### config.mk
export PLATFORM = sky130hd
export DESIGN_NAME = action_queue_flat
export DESIGN_NICKNAME = d
export VERILOG_FILES = /design/src/rtl/action_queue_if.sv /design/src/rtl/action_queue.sv /design/src/flat_wrapper.sv
export SDC_FILE = /design/constraint.sdc
export NUM_CORES = 1
export LEC_CHECK = 0
export ABC_CLOCK_PERIOD_IN_PS = 5620
export CORE_MARGIN = 10
export CORE_UTILIZATION = 56
export DETAILED_ROUTE_END_ITERATION = 12
export PLACE_DENSITY = 0.76
export SLEW_MARGIN = 20
export SYNTH_ARGS = -nofsm -noshare
export SYNTH_HDL_FRONTEND = slang
export SYNTH_SLANG_ARGS = --single-unit
### constraint.sdc
create_clock -name CLK -period 5.62 [get_ports CLK]
set_input_delay 1.405 -clock CLK [delete_from_list [all_inputs] [get_ports CLK]]
set_output_delay 1.405 -clock CLK [all_outputs]
set_load 0.005 [all_outputs]
### src/rtl/action_queue_if.sv
// action_queue_if: parser-to-exec action handshake carried through the action queue.
interface action_queue_if;
    logic        I_VALID;
    logic [15:0] I_SHIFT;
    logic [15:0] I_REDUCE;
    logic        O_READY;
    logic        O_VALID;
    logic [15:0] O_SHIFT;
    logic [15:0] O_REDUCE;
    logic        I_RECEIVE;
    modport master (
        output I_VALID, I_SHIFT, I_REDUCE, I_RECEIVE,
        input  O_READY, O_VALID, O_SHIFT, O_REDUCE
    );
    modport slave (
        input  I_VALID, I_SHIFT, I_REDUCE, I_RECEIVE,
        output O_READY, O_VALID, O_SHIFT, O_REDUCE
    );
endinterface

### src/rtl/action_queue.sv
// action_queue: 8-entry shift/reduce action FIFO with a value-stack depth model and sticky error.
module action_queue (
    input  logic          CLK,
    input  logic          RST,
    action_queue_if.slave aq,
    output logic          O_ERROR,
    output logic [10:0]   O_DEPTH,
    output logic [3:0]    O_COUNT
);
    logic [16:0] mem_q [8];
    logic [2:0]  wr_ptr_q, wr_ptr_d, rd_ptr_q, rd_ptr_d;
    logic [3:0]  count_q, count_d;
    logic [10:0] depth_q, depth_d;
    logic        error_q, error_d;
    logic [16:0] entry_d, head;
    logic [3:0]  rule;
    logic [1:0]  pop;
    logic        push, is_shift, is_value, filtered, bad_rule, underflow, overflow;
    logic        accept, enq, deq;
    logic        unused_reduce_hi;
    assign unused_reduce_hi = ^aq.I_REDUCE[15:4];
    assign head        = mem_q[rd_ptr_q];
    assign aq.O_VALID  = count_q != 4'd0;
    assign aq.O_READY  = (count_q < 4'd8) && !error_q;
    assign aq.O_SHIFT  = (aq.O_VALID && !head[16]) ? head[15:0] : 16'h0;
    assign aq.O_REDUCE = (aq.O_VALID && head[16]) ? head[15:0] : 16'h0;
    assign O_ERROR     = error_q;
    assign O_DEPTH     = depth_q;
    assign O_COUNT     = count_q;
    always_comb begin
        rule      = aq.I_REDUCE[3:0];
        is_shift  = aq.I_SHIFT != 16'h0;
        is_value  = is_shift && aq.I_SHIFT[15:8] == 8'h00;
        pop       = (rule == 4'd8 || rule == 4'd9) ? 2'd2 : 2'd1;
        push      = rule >= 4'd8;
        filtered  = !is_shift && rule <= 4'd1;
        bad_rule  = !is_shift && rule >= 4'd13;
        underflow = !is_shift && !filtered && !bad_rule && depth_q < {9'd0, pop};
        overflow  = is_value && depth_q == 11'd1024;
        accept    = aq.I_VALID && aq.O_READY;
        enq       = accept && !filtered && !bad_rule && !underflow && !overflow;
        deq       = aq.O_VALID && aq.I_RECEIVE;
        wr_ptr_d  = wr_ptr_q + {2'b0, enq};
        rd_ptr_d  = rd_ptr_q + {2'b0, deq};
        count_d   = count_q + {3'b0, enq} - {3'b0, deq};
        error_d   = error_q || (accept && (bad_rule || underflow || overflow));
        // depth follows accepted actions only; rejected and filtered ones leave it alone
        depth_d   = !enq ? depth_q :
                    is_shift ? depth_q + {10'd0, is_value} :
                    depth_q - {9'd0, pop} + {10'd0, push};
        entry_d   = is_shift ? {1'b0, aq.I_SHIFT} : {1'b1, 12'h0, rule};
    end
    always_ff @(posedge CLK) begin
        if (RST) begin
            wr_ptr_q <= 3'd0;
            rd_ptr_q <= 3'd0;
            count_q  <= 4'd0;
            depth_q  <= 11'd0;
            error_q  <= 1'b0;
        end else begin
            wr_ptr_q <= wr_ptr_d;
            rd_ptr_q <= rd_ptr_d;
            count_q  <= count_d;
            depth_q  <= depth_d;
            error_q  <= error_d;
        end
    end
    always_ff @(posedge CLK) begin
        if (!RST && enq) mem_q[wr_ptr_q] <= entry_d;
    end
endmodule

### src/flat_wrapper.sv
// flat-port wrapper written by rule: the top's interface ports become plain ports
module action_queue_flat 
  (CLK, RST, O_ERROR, O_DEPTH, O_COUNT, aq_I_VALID, aq_I_SHIFT, aq_I_REDUCE, aq_I_RECEIVE, aq_O_READY, aq_O_VALID, aq_O_SHIFT, aq_O_REDUCE);
  action_queue_if aq_i ();
  input  logic CLK;
  input  logic RST;
  output logic O_ERROR;
  output logic [10:0] O_DEPTH;
  output logic [3:0] O_COUNT;
  input wire logic [$bits(aq_i.I_VALID)-1:0] aq_I_VALID;
  input wire logic [$bits(aq_i.I_SHIFT)-1:0] aq_I_SHIFT;
  input wire logic [$bits(aq_i.I_REDUCE)-1:0] aq_I_REDUCE;
  input wire logic [$bits(aq_i.I_RECEIVE)-1:0] aq_I_RECEIVE;
  output wire logic [$bits(aq_i.O_READY)-1:0] aq_O_READY;
  output wire logic [$bits(aq_i.O_VALID)-1:0] aq_O_VALID;
  output wire logic [$bits(aq_i.O_SHIFT)-1:0] aq_O_SHIFT;
  output wire logic [$bits(aq_i.O_REDUCE)-1:0] aq_O_REDUCE;
  assign aq_i.I_VALID = aq_I_VALID;
  assign aq_i.I_SHIFT = aq_I_SHIFT;
  assign aq_i.I_REDUCE = aq_I_REDUCE;
  assign aq_i.I_RECEIVE = aq_I_RECEIVE;
  assign aq_O_READY = aq_i.O_READY;
  assign aq_O_VALID = aq_i.O_VALID;
  assign aq_O_SHIFT = aq_i.O_SHIFT;
  assign aq_O_REDUCE = aq_i.O_REDUCE;
  action_queue u_core (.CLK(CLK), .RST(RST), .aq(aq_i), .O_ERROR(O_ERROR), .O_DEPTH(O_DEPTH), .O_COUNT(O_COUNT));
endmodule
Yosys cells after proc, flatten, opt, wreduce, memory -nomap -nowiden

Memories as Yosys holds them, arrays and structs flattened. A register that Yosys moved wholly into a read port is not among the register bits.
Cells that the tools add are included.

RAM bits: 136
Input port bits: 36
Memories kept: 1
Logic and storage cells: 62
Output and inout port bits: 50
Bits in registers: 22

Memories:

| name         | depth | width | rd ports | clocked after Yosys merged registers in | wr ports | RTL line           | RTL |
|---|---|---|---|---|---|---|---|
| u_core.mem_q | 8     | 17    | 1        | 1                                       | 1        | action_queue.sv:10 | `logic [16:0] mem_q [8];` |

Mux-type cells: 8
Equal/unequal tests: 3
$add $sub $neg: 7
Reduce and logical (&&, ||, !) cells: 33
Magnitude comparators: 5

Operators with widths:

| cell                                                           | number |
|---|---|
| 2-to-1 mux 16 bit                                              | 2 |
| adder 11 x 1 -> 11 bit                                         | 2 |
| logical AND 1 bit                                              | 18 |
| 2-to-1 mux 17 bit                                              | 1 |
| nonzero test 16 bit                                            | 1 |
| == test 11 bit, second input constant                          | 1 |
| < comparator 11 x 2 -> 1 bit                                   | 1 |
| 2-to-1 mux 11 bit                                              | 1 |
| subtractor 11 x 2 -> 11 bit                                    | 1 |
| == test 4 bit, second input constant                           | 2 |
| >= comparator 4 bit, second input constant                     | 2 |
| zero test 1 bit                                                | 8 |
| zero test 8 bit                                                | 1 |
| adder 3 x 1 -> 3 bit                                           | 2 |
| adder 4 x 1 -> 4 bit                                           | 1 |
| less-or-equal comparator 4 x 1 -> 1 bit, second input constant | 1 |
| logical OR 1 bit                                               | 4 |
| < comparator 4 bit, second input constant                      | 1 |
| nonzero test 4 bit                                             | 1 |
| subtractor 4 x 1 -> 4 bit                                      | 1 |
| 2-to-1 mux 3 bit                                               | 1 |
| 2-to-1 mux 1 bit                                               | 2 |
| 2-to-1 mux 2 bit                                               | 1 |

Longest topological paths before layout

Word-level depth: 13
Depth in mapped cells: 14
Gate-level depth less buffers: 13

Worst setup path before layout

No wires, ideal clock.

Path kind: input-to-reg
Start: input port aq_I_REDUCE[3]
End: memory u_core.mem_q[1][0], enable pin
Slack: 0.669 ns
Library setup time: 0.435 ns
Arrival time: 4.516 ns
Data required time: 5.185 ns
Cell stages on the path: 10
Buffers on the path: 2
Cells stage by stage: nor3b_4 nand2b_1 ha_1 a31oi_1 a2111o_1 and3_1 buf_6 buf_2 nand3_1 nor4_1

Cells in the longest elaborated chain, start to end: 12
Elaborated cells between the ends (all ways): 22
Classes of those cells: order compare (3); eq/ne (2); mux (3); reduce/logical (14)

RTL lines:

| element                                                              | RTL line           | RTL |
|---|---|---|
| start, declared                                                      | flat_wrapper.sv:12 | `input wire logic [$bits(aq_i.I_REDUCE)-1:0] aq_I_REDUCE;` |
| branches (longest 7 deep; another with < comparator 11 x 2 -> 1 bit) | n/a                |  |
| logical AND 1 bit * (2 in a row)                                     | action_queue.sv:41 | `enq = accept && !filtered && !bad_rule && !underflow && !overflow;` |
| logical AND 1 bit *                                                  | action_queue.sv:69 | `if (!RST && enq) mem_q[wr_ptr_q] <= entry_d;` |
| 2-to-1 mux 1 bit *                                                   | action_queue.sv:69 |  |
| 2-to-1 mux 1 bit (not written as such) *                             | action_queue.sv:69 |  |
| end, declared                                                        | action_queue.sv:10 |  |

Mark *: on every way between the ends.

==> impl_results.md <==
* Critical Path AT at 3.12 ns
* WL final at 17.8 mm
* Grt ovf at 0
* Fin Hold WS at 0.555 ns
* Pin count of the biggest net entering global routing at 29
* Synth async-reset ratio at 0
* CP required at about 4.2 ns
* CP Capture Type: output pin
* Syn_nets at 614
* EDFF count, synth at approximately 140
* Cell Area, Synth at 7550 sq um
* Worst path cell trace: mux4_2 -> mux2i_1 -> nand2_1 -> nor2_1 -> clkdlybuf4s50_1
* Layout fillers at 959
* Max cap viols at 0
* Mapped Cells at 536
* HP Class: flop to flop
* Seq/Total Area, Yosys at 0.599
* PwrDens at about 390 nW/um^2
* Layout cells sized above 1 at 0.153
* Buffers & Inverters on Critical Path at 1
* Ant diodes at 0
* Fin nets at 686
* Die Y at between 100 and 150 um
* Vias in the first global route at 4878
* Die width at 136 um
* GPL Wtd Cong at 0.853
* # setup viols final at 0
* GRT Util Overall at 0.199
* Syn avg cell area at 14.1 sq um
* Largest cells by area after synthesis: edfxtp_1 (54%), mux4_2 (10%), ha_1 (6.6%), dfxtp_1 (5.8%), nor2_1 (2.8%)
* CP startpoint kind: flop
* Setup Crit Path Kind: flop to output pin
* I/O pins at 86
* Unrepaired setup endpoints after global routing: no
* Post-CTS Setup Inserts at 0
* Maximum VDD drop at 202 uV
* Setup TNS at 0 ns
* Vias/cell at 6.08
* Top_reg_cell synth: edfxtp_1
* CTS Hold Bufs at 0
* Outcome: completed
* H-tree depth at 4
* Finished Cell Area at 9150 sq um
* Antenna Nets Post-Route at 0
* Flops & latches, synth at between 150 and 200
* CTS tree: built
* Max transition margin at 0.427
* Top-area cell type share of the netlist area at 0.541
* CP max stage delay at 0.66 ns
* Area Overhead vs Synth at 21.2%
* Post-detail-place hpwl at roughly 12 mm
* Initial antenna violation count at 0
* Post-CTS Resized at 0
* Placed cell areas at ~8500 sq um
* 1st-iter DRT viols at 443
* Final Hold Fails at 0
* Detailed Routing Iterations Pass 1 at 5
* Worst-skew pair later-pin latency at 0.42 ns
* Synth cell types at 56
* TritonCTS Buffers at 17
* Starting Density at 0.570
* Worst-path clk slew at around 0.060 ns
* Clock Tree Root: clkbuf_16
* Critical Path Fanout Max at 16
* Vias at 4844
* First-pass GRT wire length at around 28 mm
* Site Rows at 42
* Port-buffer cells at 73
* Final worst-path cycle share at 0.805
* Cell family with most CP delay: multiplexers
* Drt wl/cell at approximately 22 um
* Leak at around 3.1 nW
* Slew @ Worst Pin at roughly 0.85 ns
* Min cycle time layout at between 4 and 5 ns
* Final setup skew at 0.0123 ns
* TritonCTS Sinks at 158
* Detailed-route DRC error count at 0
* Core Region at 13200 sq um
* CP max stage cell: dfxtp_2
* Max Clk Rate at 221 MHz
* Max Root-Sink Buffers at 2
* Slew Limit Fails at 0
* Largest area contributor in the netlist: edfxtp_1
* Syn. warnings at 0
* Die area at around 19000 sq um
==> report_power, final <==
part	leakage (nW)	internal (mW)	switching, mW
Sequential	1.41	1.32	0.0681
Combinational	1.43	0.531	0.442
Clock	0.294	0.744	0.456
Total	3.14	2.60	0.966
==> stage by stage <==
| step | worst slack [ns] | std cells | total power, mW | util |
|---|---|---|---|---|
| 2_1_floorplan | 0.669 | 536 | 1.96 | - |
| 3_3_place_gp | 0.663 | 765 | 2.37 | 0.643 |
| 3_5_place_dp | 0.525 | 765 | 2.39 | 0.643 |
| 4_1_cts | 0.966 | 797 | 3.60 | 0.690 |
| 5_1_grt | 0.833 | 797 | 3.73 | 0.691 |
| 6_report | 1.10 | 797 | 3.56 | 0.691 |
==> synth_stat cells, types with 4 or more instances <==
cell type and n:
a21o_1 9, nor3_1 14, or3_1 5, dfxtp_1 22, o31ai_1 4, nor2b_1 10
o21ai_0 5, xnor2_1 7, mux2i_1 17, a31oi_1 4, nand2_1 18, nor2_1 56
mux4_2 34, nand3_1 11, clkbuf_1 28, nor4_1 6, a21oi_1 19, ha_1 40
inv_1 26, buf_1 6, edfxtp_1 136, a311oi_1 4, nand4_1 5
==> tightest hold or removal path, stage by stage (launching register included) <==
cell,delay (ns)
dfxtp_1,0.35
nor2_1,0.12
nor2_1,0.04
==> layer usage <==
layer	vias to the layer above	wire length, um	track usage	share of wire
met5	-	0	0	0
met4	0	261	0.0669	0.015
met3	33	1140	0.0465	0.064
met2	182	9150	0.331	0.51
met1	2432	7230	0.252	0.41
li1	2197	-	-	-
==> path summary, 6_finish.rpt <==
| kind | start | end | slack (ns) | depth (start not counted) |
|---|---|---|---|---|
| hold reg to reg | u_core.O_ERROR | u_core.O_ERROR | 0.55 | 2 |
| setup / recovery | u_core.rd_ptr_q[0] | aq_O_SHIFT[10] | 1.10 | 5 |
| setup reg to reg | u_core.O_DEPTH[2] | u_core.mem_q[3][11] | 2.31 | 9 |
| hold / removal | u_core.O_ERROR | u_core.O_ERROR | 0.55 | 2 |
==> cell usage in the layout (no fill, tap or decap), drive strengths merged, types with 17 or more instances in the layout <==
cell	count
nor2	56
inv	29
ha	40
clkbuf	18
dfxtp	22
a21oi	19
mux4	34
nand2	18
clkdlybuf4s50	73
mux2i	17
edfxtp	136
==> sequential cells by signal (all words and copies together) (netlist names) <==
signal / flops
u_core.O_COUNT: 4
u_core.O_DEPTH: 11
u_core.O_ERROR: 1
u_core.wr_ptr_q: 3
u_core.mem_q: 136
u_core.rd_ptr_q: 3
==> kinds of logic after synthesis <==
| group | after synthesis | share of synthesized area |
|---|---|---|
| fa+ha+maj | 42 | 0.0716 |
| simple gates | 148 | 0.100 |
| buf+inv | 62 | 0.0320 |
| xor+xnor | 9 | 0.0104 |
| compound gates | 66 | 0.0628 |
| mux | 51 | 0.124 |
| flops | 158 | 0.599 |
==> cell type report <==
| cell class | count | area (sq um) | share of cell area |
|---|---|---|---|
| clock inverter | 14 | 190 | 0.0208 |
| clock buffer | 18 | 429 | 0.0469 |
| inverter | 26 | 97.6 | 0.0107 |
| sequential | 158 | 4530 | 0.494 |
| timing repair buffer | 89 | 851 | 0.0930 |
| multi-input combinational | 316 | 2840 | 0.310 |
| tap | 176 | 220 | 0.0241 |
Note: power is estimated with default switching activity, not from simulation.
